--- src/rtl/logic_unit_seq.sv ---
// logic_unit_seq: registered bitwise logic unit with an optional accumulate
// mode. Operand sets enter on a valid/ready handshake and results leave
// through a one-entry output register that honours backpressure.
//
// Handshake: a transfer happens on a rising edge where valid && ready are
// both 1. The producer holds valid and its payload stable until the transfer
// happens. Ready may depend combinationally on the consumer's ready. Here,
// in_ready = !out_valid || out_ready, so the block runs at full throughput
// while the consumer keeps out_ready high.
module logic_unit_seq #(
  parameter int WIDTH = 8,
  parameter int CNT_W = 8
) (
  input  logic             clk,
  input  logic             rst_n,
  input  logic             in_valid,
  output logic             in_ready,
  input  logic [2:0]       op,
  input  logic             acc_en,
  input  logic             acc_clr,
  input  logic [WIDTH-1:0] a,
  input  logic [WIDTH-1:0] b,
  output logic             out_valid,
  input  logic             out_ready,
  output logic [WIDTH-1:0] y,
  output logic             zero,
  output logic             ones,
  output logic [CNT_W-1:0] op_count
);

  localparam logic [2:0] OP_AND  = 3'b000;
  localparam logic [2:0] OP_OR   = 3'b001;
  localparam logic [2:0] OP_NOTA = 3'b010;
  localparam logic [2:0] OP_NAND = 3'b011;
  localparam logic [2:0] OP_NOR  = 3'b100;
  localparam logic [2:0] OP_XOR  = 3'b101;
  localparam logic [2:0] OP_XNOR = 3'b110;
  localparam logic [2:0] OP_PASS = 3'b111;

  logic [WIDTH-1:0] acc;
  logic [WIDTH-1:0] acc_eff;
  logic [WIDTH-1:0] bx;
  logic [WIDTH-1:0] result;
  logic             accept;

  // One-entry register: space is available when empty or when it is being drained.
  assign in_ready = !out_valid || out_ready;
  assign accept   = in_valid && in_ready;

  // A clear in the same cycle as an accept makes the operation see an empty accumulator.
  assign acc_eff = acc_clr ? '0 : acc;
  assign bx      = acc_en ? acc_eff : b;

  // Select the logic function applied to a and the effective operand b.
  always_comb begin
    result = '0;
    unique case (op)
      OP_AND:  result = a & bx;
      OP_OR:   result = a | bx;
      OP_NOTA: result = ~a;
      OP_NAND: result = ~(a & bx);
      OP_NOR:  result = ~(a | bx);
      OP_XOR:  result = a ^ bx;
      OP_XNOR: result = ~(a ^ bx);
      OP_PASS: result = a;
      default: result = '0;
    endcase
  end

  // Output register, flags, accumulator and transaction counter.
  always_ff @(posedge clk or negedge rst_n) begin
    if (!rst_n) begin
      y         <= '0;
      zero      <= 1'b1;
      ones      <= 1'b0;
      out_valid <= 1'b0;
      acc       <= '0;
      op_count  <= '0;
    end else if (accept) begin
      y         <= result;
      zero      <= (result == '0);
      ones      <= (&result);
      out_valid <= 1'b1;
      acc       <= result;
      op_count  <= op_count + 1'b1;
    end else begin
      if (out_valid && out_ready) begin
        out_valid <= 1'b0;
      end
      if (acc_clr) begin
        acc <= '0;
      end
    end
  end

endmodule

--- config.mk ---
export PLATFORM = sky130hd
export DESIGN_NAME = logic_unit_seq
export DESIGN_NICKNAME = d
export VERILOG_FILES = /design/src/rtl/logic_unit_seq.sv
export SDC_FILE = /design/constraint.sdc
export NUM_CORES = 1
export LEC_CHECK = 0
export BUFFER_PORTS_ARGS = -buffer_cell sky130_fd_sc_hd__clkbuf_2
export CORE_MARGIN = 8
export CORE_UTILIZATION = 40
export CTS_CLUSTER_DIAMETER = 200
export DETAILED_ROUTE_END_ITERATION = 10
export GPL_TIMING_DRIVEN = 0
export PLACE_DENSITY = 0.6
export SYNTH_ARGS = -nofsm -noshare
export SYNTH_HDL_FRONTEND = slang
export SYNTH_SLANG_ARGS = --single-unit
--- constraint.sdc ---
create_clock -name clk -period 3 [get_ports clk]
set_input_delay 0.6 -clock clk [delete_from_list [all_inputs] [get_ports clk]]
set_output_delay 0.6 -clock clk [all_outputs]
set_load 0.02 [all_outputs]
==> results.md <==
* Outcome: complete, no violations
* CTS Buffer Depth at 2
* Avg Vias per Cell at between 4 and 5
* Sequential fraction of the synthesis area at 0.312
* CP Launch Type: input port
* PostCTS Resize Cnt at 0
* Remaining global-route overflow at 0
* Fillers at 528
* Seq pwr share at 0.428
* # rows at 27
* Sw Pwr at 0.000439 W
* Final min period at 2.81 ns
* Synth Flop Type: dfrtp_1
* Worst setup EP type: flip-flop
* Area grow syn2layout at 16.0%
* Die footprint at roughly 8000 µm²
* Critical path required time at around 3.2 ns
* Drt pass-1 iters at 4
* Worst Path Max Fanout at 8
* Setup repair bufs after CTS at 0
* Crit path max-delay family: simple AND/OR/NAND/NOR gates
* Vias in the first global route at 1799
* Post-Syn Area at between 2000 and 2500 µm²
* Root Driver: clkbuf_8
* Yosys reg bits at 27
* Post-DR wirelength/cell at about 13 µm
* Setup CP Type: in2reg
* Static Leak at between 1 and 1.5 nW
* CP max stage delay at about 0.56 ns
* TritonCTS Sinks at 27
* Pwr/cell area at between 400 and 500 nW/µm²
* Initial core utilization at 0.404
* Crit path DAT at about 3.0 ns
* Clk_lat worst skew at roughly 0.27 ns
* Internal power at 0.000720 W
* Num CTS Buffers at 3
* Detailed placement HPWL at ~4.0 mm
* Synth unique cells at 47
* Post-route setup TNS at 0 ns
* Skew final at approximately 0.0079 ns
* Syn Inst Count at 250
* I/O Pins at 45
* WL final at roughly 4.9 mm
* I/O Buffers at 42
* Clock network power share at 0.177
* Peak supply drop at 0.246 mV
* Final net count at 339
* Final setup vio count at 0
* Net Sw Frac at 0.379
* Ant diodes at 0
* Initial antenna violation count at 0
* Sum of buffers and inverters on the critical path at 2
* First-pass GRT wire length at between 8 and 9 mm
* Commonest non-fill, non-tap cell in the layout: clkbuf_2
* Mean post-synth cell area at ~8.7 µm²
* Max frequency at about 360 MHz
* Hold buffers post-CTS at 0
* RSZ-0062 raised after global routing: false
* Clock-pin slew on the worst setup and hold paths at ~0.10 ns
* Largest net degree at the start of global routing at 28
* Worst path slowest cell: or4b_1
* Routed vias at roughly 1800
* Worst hold path type: in2async
* Die Ht at about 90 µm
* Part of the power in combinational logic at 0.395
* Gr usage total at 0.128
* TritonCTS clock tree: built
* Async S/R FF share, synth at 1.00
* H-tree depth at 1
* Pin slew with the least headroom to its limit at 0.669 ns
* Period utilisation layout at 0.937
* Slew headroom at 0.554
* YS warnings at 0
* 1st-iter DRT viols at 76
* Hold Violations, Final at 0
* Final GP Congestion at approximately 0.78
* Syn Nets at a little under 300
* Most frequent cells in the layout: 43 x clkbuf_2, 26 x dfrtp_1, 25 x nor2_1
* Max cap viols at 0
* Die W at ~90 µm
* Residual DRC at 0
* Crit path cell chain: clkbuf_2 > nor2b_1 > mux2_2 > inv_1 > ha_1 > mux2_1 > o211ai_1 > nand2_1 > or4b_1 > o31ai_2
* Worst Hold Slack at ~0.35 ns
* EDFF count, synth at 0
* Routed Antenna Nets at 0
* Fin. max-slew vios at 0
* Fraction of layout instances using a drive strength above 1 at 0.236
* Core footprint at approximately 5400 µm²
## layout make-up
| class | count | area [µm²] | share of cell area |
|---|---|---|---|
| Inverter | 23 | 86.3 | 0.0343 |
| Timing Repair Buffer | 42 | 210 | 0.0835 |
| Multi-Input combinational cell | 184 | 1330 | 0.527 |
| Tap cell | 72 | 90.1 | 0.0358 |
| Sequential cell | 27 | 677 | 0.269 |
| Clock inverter | 1 | 5.00 | 0.00199 |
| Buffer | 16 | 80.1 | 0.0318 |
| Clock buffer | 3 | 41.3 | 0.0164 |
## cell usage after synthesis (3+ instances only)
cell / number / share of area
a21oi_1: 11 / 0.025
a211oi_1: 7 / 0.024
mux2i_1: 12 / 0.055
nor2_1: 25 / 0.043
clkbuf_1: 6 / 0.010
nor2b_1: 16 / 0.046
o21a_1: 4 / 0.014
dfrtp_1: 26 / 0.30
xnor2_1: 6 / 0.024
nand3_1: 4 / 0.0092
nand2b_1: 9 / 0.026
o21ai_0: 5 / 0.012
mux2_2: 9 / 0.047
o211ai_1: 5 / 0.017
buf_2: 9 / 0.021
a31oi_1: 3 / 0.0087
inv_1: 22 / 0.038
nand2_1: 19 / 0.033
ha_1: 17 / 0.098
## registers in the layout, indices dropped and copies added, names as in the netlist
| register | cells |
|---|---|
| out_valid | 1 |
| acc | 8 |
| y | 8 |
| ones | 1 |
| zero | 1 |
| op_count | 8 |
## per-layer routing
layer | GRT usage | vias up | routed length [µm] | share of wire
met3 | 0.0200 | 4 | 316 | 0.064
met1 | 0.166 | 846 | 2340 | 0.47
met4 | 0.0393 | 0 | 34 | 0.0069
met5 | 0 | - | 0 | 0
met2 | 0.213 | 31 | 2260 | 0.46
li1 | - | 957 | - | -
## cells by family after synthesis
kind of cell	Yosys count	share of synthesized area
xor gates and xnor gates	7	0.0283
AOI/OAI and AO/OA	49	0.156
muxes	25	0.130
adders and majority gates	17	0.0981
and+or+nand+nor	86	0.200
buffers and inverters	39	0.0762
DFF	27	0.312
## through the flow
step	instances	worst slack [ns]	power [W]	util	cell area, µm²
global placement	364	-0.109	0.000961	0.460	2470
finish	368	0.190	0.00116	0.468	2520
detailed placement	364	-0.0943	0.000969	0.460	2470
global route	368	0.0280	0.00125	0.468	2520
floorplan	250	0.0963	0.000816	-	2170
CTS	368	0.185	0.00118	0.468	2520
## power groups by stage
| stage | clock [W] | combinational, W | sequential (W) |
|---|---|---|---|
| 3_5_place_dp | 0 | 0.000463 | 0.000506 |
| 2_1_floorplan | 0 | 0.000248 | 0.000568 |
| 3_3_place_gp | 0 | 0.000457 | 0.000503 |
| 6_report | 0.000205 | 0.000458 | 0.000497 |
| 4_1_cts | 0.000213 | 0.000465 | 0.000499 |
| 5_1_grt | 0.000227 | 0.000511 | 0.000510 |
## worst paths after layout
path                                    startpoint                      end  slack (ns)  cells after the start
max reg2reg                       acc[6]$_DFF_PN0_         zero$_DFFE_PN1P_        0.34                      9
max                                        acc_clr         zero$_DFFE_PN1P_        0.19                     10
min reg2reg                op_count[7]$_DFFE_PN0P_  op_count[7]$_DFFE_PN0P_        0.49                      1
max in group asynchronous                    rst_n         acc[5]$_DFF_PN0_        2.22                      1
min                                          rst_n  op_count[5]$_DFFE_PN0P_        0.35                      1
min in group clk           op_count[7]$_DFFE_PN0P_  op_count[7]$_DFFE_PN0P_        0.49                      1
Note: power is estimated with default switching activity, not from simulation.
